===== config.mk =====
export PLATFORM = sky130hd
export DESIGN_NAME = divider
export DESIGN_NICKNAME = d
export VERILOG_FILES = /design/src/rtl/divider.sv
export SDC_FILE = /design/constraint.sdc
export NUM_CORES = 1
export LEC_CHECK = 0
export ABC_AREA = 1
export CAP_MARGIN = 20
export CORE_AREA = 2 2 128 223
export CTS_BUF_LIST = sky130_fd_sc_hd__clkbuf_4
export DETAILED_ROUTE_END_ITERATION = 8
export DIE_AREA = 0 0 130 225
export GPL_ROUTABILITY_DRIVEN = 1
export GPL_TIMING_DRIVEN = 0
export PLACE_DENSITY_LB_ADDON = 0.1
export SETUP_SLACK_MARGIN = 0.2
export SLEW_MARGIN = 20
export SYNTH_ARGS = -nofsm -noshare
export SYNTH_HDL_FRONTEND = slang
export SYNTH_SLANG_ARGS = --single-unit

===== constraint.sdc =====
create_clock -name clk -period 6.5 [get_ports clk]
set_input_delay 1.3 -clock clk [delete_from_list [all_inputs] [get_ports clk]]
set_output_delay 1.3 -clock clk [all_outputs]
set_load 0.01 [all_outputs]

===== src/rtl/divider.sv =====
// Iterative radix-2 restoring divider for RV32M DIV/DIVU/REM/REMU.
// Stalls the ID/EX and EX/MEM registers while an operation is in flight.
module divider #(
   parameter int unsigned XLEN = 32
) (
   input  logic            clk,
   input  logic            reset,
   input  logic            ce,
   input  logic [2:0]      funct3,
   input  logic [XLEN-1:0] a,
   input  logic [XLEN-1:0] b,
   output logic [XLEN-1:0] result,
   output logic            busy,
   output logic            done,
   output logic            stall_idex,
   output logic            stall_exmem
);

   localparam int unsigned CNT_W = $clog2(XLEN);

   typedef enum logic [1:0] {IDLE, CALC, FIX, DONE} state_t;

   state_t            state, state_n;
   logic [XLEN-1:0]   rem, rem_n, quo, quo_n, divisor, divisor_n, result_n;
   logic [CNT_W-1:0]  count, count_n;
   logic              neg_q, neg_q_n, neg_r, neg_r_n, want_rem, want_rem_n;
   logic              done_n, busy_n;

   logic              start, signed_op, a_neg, b_neg, div_zero, overflow;
   logic [XLEN-1:0]   abs_a, abs_b;
   logic [XLEN:0]     sh, diff;

   // Operand decode used only on the start edge
   always_comb begin
      start     = ce & funct3[2];
      signed_op = ~funct3[0];
      a_neg     = signed_op & a[XLEN-1];
      b_neg     = signed_op & b[XLEN-1];
      abs_a     = a_neg ? -a : a;
      abs_b     = b_neg ? -b : b;
      div_zero  = (b == '0);
      overflow  = signed_op & (a == {1'b1, {(XLEN-1){1'b0}}}) & (&b);
      sh        = {rem, quo[XLEN-1]};
      diff      = sh - {1'b0, divisor};
   end

   // Next-state and datapath update
   always_comb begin
      state_n    = state;
      rem_n      = rem;
      quo_n      = quo;
      divisor_n  = divisor;
      count_n    = count;
      neg_q_n    = neg_q;
      neg_r_n    = neg_r;
      want_rem_n = want_rem;
      result_n   = result;
      done_n     = 1'b0;
      unique case (state)
         IDLE: begin
            if (start) begin
               want_rem_n = funct3[1];
               neg_q_n    = a_neg ^ b_neg;
               neg_r_n    = a_neg;
               quo_n      = abs_a;
               rem_n      = '0;
               count_n    = '0;
               divisor_n  = abs_b;
               if (div_zero) begin
                  result_n = funct3[1] ? a : '1;
                  state_n  = DONE;
                  done_n   = 1'b1;
               end else if (overflow) begin
                  result_n = funct3[1] ? '0 : a;
                  state_n  = DONE;
                  done_n   = 1'b1;
               end else begin
                  state_n  = CALC;
               end
            end
         end
         CALC: begin
            if (!diff[XLEN]) rem_n = diff[XLEN-1:0];
            else             rem_n = sh[XLEN-1:0];
            quo_n   = {quo[XLEN-2:0], ~diff[XLEN]};
            count_n = count + CNT_W'(1);
            if (count == CNT_W'(XLEN-1)) state_n = FIX;
         end
         FIX: begin
            if (want_rem) result_n = neg_r ? -rem : rem;
            else          result_n = neg_q ? -quo : quo;
            state_n = DONE;
            done_n  = 1'b1;
         end
         DONE: state_n = IDLE;
         default: state_n = IDLE;
      endcase
      busy_n = (state_n != IDLE);
   end

   always_ff @(posedge clk or posedge reset) begin
      if (reset) begin
         state    <= IDLE;
         rem      <= '0;
         quo      <= '0;
         divisor  <= '0;
         count    <= '0;
         neg_q    <= 1'b0;
         neg_r    <= 1'b0;
         want_rem <= 1'b0;
         result   <= '0;
         done     <= 1'b0;
         busy     <= 1'b0;
      end else begin
         state    <= state_n;
         rem      <= rem_n;
         quo      <= quo_n;
         divisor  <= divisor_n;
         count    <= count_n;
         neg_q    <= neg_q_n;
         neg_r    <= neg_r_n;
         want_rem <= want_rem_n;
         result   <= result_n;
         done     <= done_n;
         busy     <= busy_n;
      end
   end

   // Stalls drop in DONE so the instruction advances with its result
   always_comb begin
      stall_idex  = ((state == IDLE) & start) | (state == CALC) | (state == FIX);
      stall_exmem = stall_idex;
   end

endmodule

# After elaboration in Yosys (flattened, before gate mapping)
# Cells that the tools add are included.
[op_classes]
add_sub_neg = 6
n_bitwise = 11
muxes = 27
n_eq_ne = 7
n_reduce_logical = 9
[ops]
columns = ["cell", "count"]
rows = [
  ["$mux 32", 13],
  ["$pmux 32 s2", 3],
  ["$neg 32->32", 4],
  ["$sub 33x32->33", 1],
  ["$eq 32x32->1 const B", 1],
  ["$logic_not 32->1", 1],
  ["$reduce_and 32->1", 1],
  ["$pmux 5 s2", 1],
  ["$mux 2", 4],
  ["$pmux 2 s4", 1],
  ["$and 1x1->1", 6],
  ["$reduce_bool 2->1", 3],
  ["$add 5x1->5 const B", 1],
  ["$eq 5x5->1 const B", 1],
  ["$mux 5", 1],
  ["$eq 2x2->1 const B", 2],
  ["$reduce_and 2->1", 2],
  ["$mux 1", 3],
  ["$ne 3x3->1 const B", 1],
  ["$reduce_and 3->1", 1],
  ["$eq 2x1->1 const B", 1],
  ["$logic_not 2->1", 1],
  ["$ne 2x2->1 const B", 1],
  ["$not 1->1", 2],
  ["other kinds (3)", 4],
]
[word_totals]
out_inout_bits = 36
ff_bits = 140
input_bits = 70
elab_cells = 71

# Longest topological paths before layout
[logic_depth]
ltp_word = 8
mapped_depth = 18
mapped_depth_nobuf = 17

# Worst setup path before layout
# No wires, ideal clock.
[synth_path]
path_type = "input -> output"
from = "input port ce"
to = "output port stall_idex"
n_path_buf = 3
path_stages = 9
t_required_ns = 5.200
slack_ns = 2.616
arrival_time_ns = 2.584
path_cell_list = "nand2_1 -> nor2_2 -> nand2_2 -> inv_2 -> nor2_1 -> buf_2 -> buf_1 -> nand2_1 -> buf_4"
[synth_between]
elab_chain_cells = 4
[synth_lines]
columns = ["item", "line", "source"]
rows = [
  ["start, declared", "8", "input logic ce,"],
  ["$and 1x1->1", "35", "start = ce & funct3[2];"],
  ["$and 1x1->1", "131", "stall_idex = ((state == IDLE) & start) | (state == CALC) | (state == FIX);"],
  ["$or 1x1->1 (2 in series)", "131", ""],
  ["end, declared", "15", "output logic stall_idex,"],
]
# Every way passes these cells.

# Worst setup path in the final report
# Ends and elaborated chain as after synthesis.

==> out/metrics.yaml <==
outcome: "finished, final reports clean"
gate_count_post_synth: 2250
wire_length_of_the_first_global_routing_pass_mm: 85.79
chipWidth_um: 130
final.fill_count: 2876
die-area_mm2: 0.02925
worstReg2RegStart: "quo[31]$_DFFE_PP0P_"
synth_fp_nets: 2360
worst_setup_path_start_kind: "primary input"
worst-r2r-setup-slack_ns: 3.50
power_mw: 8.306
detailedRoute.firstIterationViolations: 1289
drc: 0
num_rows: 80
unrepaired_setup_endpoints_after_global_routing: "false"
ir_worst_vdd_v: 0.0002465
type_of_the_most_critical_hold_path: "reg2reg"
h-tree-depth: 4
die_height_um: 225
final_min_period_over_clock_period: 0.8467
area_growth_syn_to_layout_pct: 13.40
finalHoldViolCount: 0
worstSetupStartpoint: "ce"
tritoncts_num_sinks: 140
hpwlAfterDp_mm: 47.78
timing.critical_path.fanout_max: 10
multiInputGateArea_mm2: 0.008441
cts_hold_buf: 0
max_cap_violations: 0
route.final.wire_length_mm: 57.55
synth-main-ff-cell: "dfrtp_1"
power_leakage_nw: 7.602
skew_ns: 0.04596
critPathRequiredTime_ns: 5.20
fp.coreArea_mm2: 0.02733
synth_sequential_area_ratio: 0.2603
tritoncts: "done"
grt_pass1_vias: 15280
clk_pin_slew_worst_paths_ns: 0.13
post_synth_edffs: 0
min_period_ns: 5.503
finalSetupViolCount: 0
power-per-cell-area_mw_per_mm2: 544.3
avgViaCountPerCell: 5.681
ant_nets: 0
start_util: 0.4924
timing.critical_path.to_type: "output port"
synth_area_mm2: 0.01346
grt.total_usage: 0.3998
critPathCapture: "stall_idex"
routedWlPerCell_um: 20.86
synth_largest_type_area_fraction: 0.2603
ys_top_cells_by_count: "nand2_1, nand3_1, inv_1"
numPortBuffers: 105
drt-pass1-iter-count: 5
max-slew-margin-rel: 0.3415
min_path_cells: 2
ctsResizeCount: 0
cts-buffers-inserted: 17
holdCritStartpoint: "result[5]$_DFFE_PP0P_"
post_cts_buffers: 0
synth_area_per_cell_um2: 5.981
vias: 15670
async_flop_share: 1.000
post_synthesis_cell_type_with_the_largest_combined_area: "dfrtp_1"
antenna_found_initial: 2
crit_arrival_ns: 4.20
reg2reg_depth: 16
ioPinCount: 106
grt_max_degree: 74
timing.fmax_ghz: 0.1817
synth-warning-count: 0
sequential_cell_area_mm2: 0.003503
yosys_register_bits: 140
timing_max_transition_violations_final: 0
design_area_mm2: 0.01526
timing_worst_setup_path_type: "in2out"
final_layout_size_suffix_gt1_frac: 0.05737
worst_slew_pin_slew_ns: 0.9842
grt_overflow: 0
synth.top_cells.by_area: "dfrtp_1, nand2_1, nand3_1"
nNetsFinal: 2485
cts_root_buf: "clkbuf_4"
gp_congestion: 1.019
yosys.cell_count.top_type: "nand2_1"
cts_max_path_buffers: 2
clock_insertion_delay_worst_skew_ns: 0.65
placement_cell_area_mm2: 0.01500
synth.lib_cells_used.distinct: 45
endpoint_of_the_worst_register_to_register_path: "rem[20]$_DFFE_PP0P_"
-- worst min-delay path by stage --
stage,to,slack [ns]
after floorplan,divisor[17]$_DFFE_PP0P_,0.45
after global placement,result[4]$_DFFE_PP0P_,0.46
after detailed placement,result[5]$_DFFE_PP0P_,0.47
after CTS,divisor[19]$_DFFE_PP0P_,0.50
after global routing,result[3]$_DFFE_PP0P_,0.52
final,result[5]$_DFFE_PP0P_,0.49
-- cell type report --
class	count	share of cell area
Buffer	83	0.02829
Inverter	288	0.07133
Multi-Input combinational cell	1739	0.5531
Clock buffer	21	0.01033
Clock inverter	11	0.006232
Antenna cell	1	0.0001640
Tap cell	369	0.03026
Timing Repair Buffer	106	0.07068
Sequential cell	140	0.2296
-- cell usage in the layout, fill, tap and decap left out, types with 10 or more instances in the layout --
cell type and count:
a21oi_1 49, buf_2 14, buf_6 10, clkbuf_1 48, clkbuf_4 21, clkdlybuf4s50_1 105, dfrtp_1 140, ha_1 39
inv_1 279, nand2_1 783, nand2_2 22, nand3_1 281, nand3_2 11, nand3b_1 16, nand4_1 28, nor2_1 185
nor2_2 12, nor3_1 26, o211ai_1 12, o21ai_0 128, o21ai_1 17, o21bai_1 11, o221ai_1 20, o22ai_1 16
xnor2_1 17, xor2_1 25
-- per-layer routing --
layer  up-vias  share of wire  GRT usage
li1       7510              -          -
met1      7197           0.32     0.3773
met2       702           0.50     0.7021
met3       257          0.056    0.06244
met4         2           0.12     0.4013
met5         -        0.00024          0
-- worst max-delay path: stages --
cell             delay [ns]
clkdlybuf4s50_1        0.46
nand2_1                0.09
nor2_2                 0.37
nand2_2                0.23
inv_2                  0.24
nor2_1                 0.10
buf_2                  0.28
buf_1                  0.32
nand2_1                0.16
buf_4                  0.12
clkdlybuf4s50_1        0.52
-- state kept, by name, summed over array words and instances (netlist names), 2 cells and up --
name     count
quo         32
rem         32
divisor     32
state        2
result      32
count        5
-- metrics by stage --
step | setup WS [ns] | setup TNS, ns | hold slack, ns | util | instances
floorplan | 1.447 | 0 | 0.4491 | - | 2250
global placement | -0.6402 | -86.83 | 0.4609 | 0.5478 | 2724
detailed placement | 1.068 | 0 | 0.4654 | 0.5491 | 2725
CTS | 1.066 | 0 | 0.4963 | 0.5583 | 2757
global route | 0.9033 | 0 | 0.5157 | 0.5584 | 2758
finish | 0.9967 | 0 | 0.4932 | 0.5584 | 2758
-- report_power, final --
| group | switching, mW | internal [mW] | total [mW] |
|---|---|---|---|
| Combinational | 4.04 | 2.03 | 6.07 |
| Sequential | 0.395 | 1.28 | 1.67 |
| Clock | 0.361 | 0.203 | 0.565 |
-- cells by family (layout without fill, tap and decap cells) --
kind of cell,after synthesis,in the layout,synth area share
and+or+nand+nor,1389,1389,0.4473
buffers and inverters,371,509,0.1124
AOI/OAI and AO/OA,268,268,0.1148
DFF,140,140,0.2603
xor gates and xnor gates,42,42,0.02734
adders and majority gates,40,40,0.03775
other,0,1,0
No activity file was read; power rests on OpenSTA's default activity.
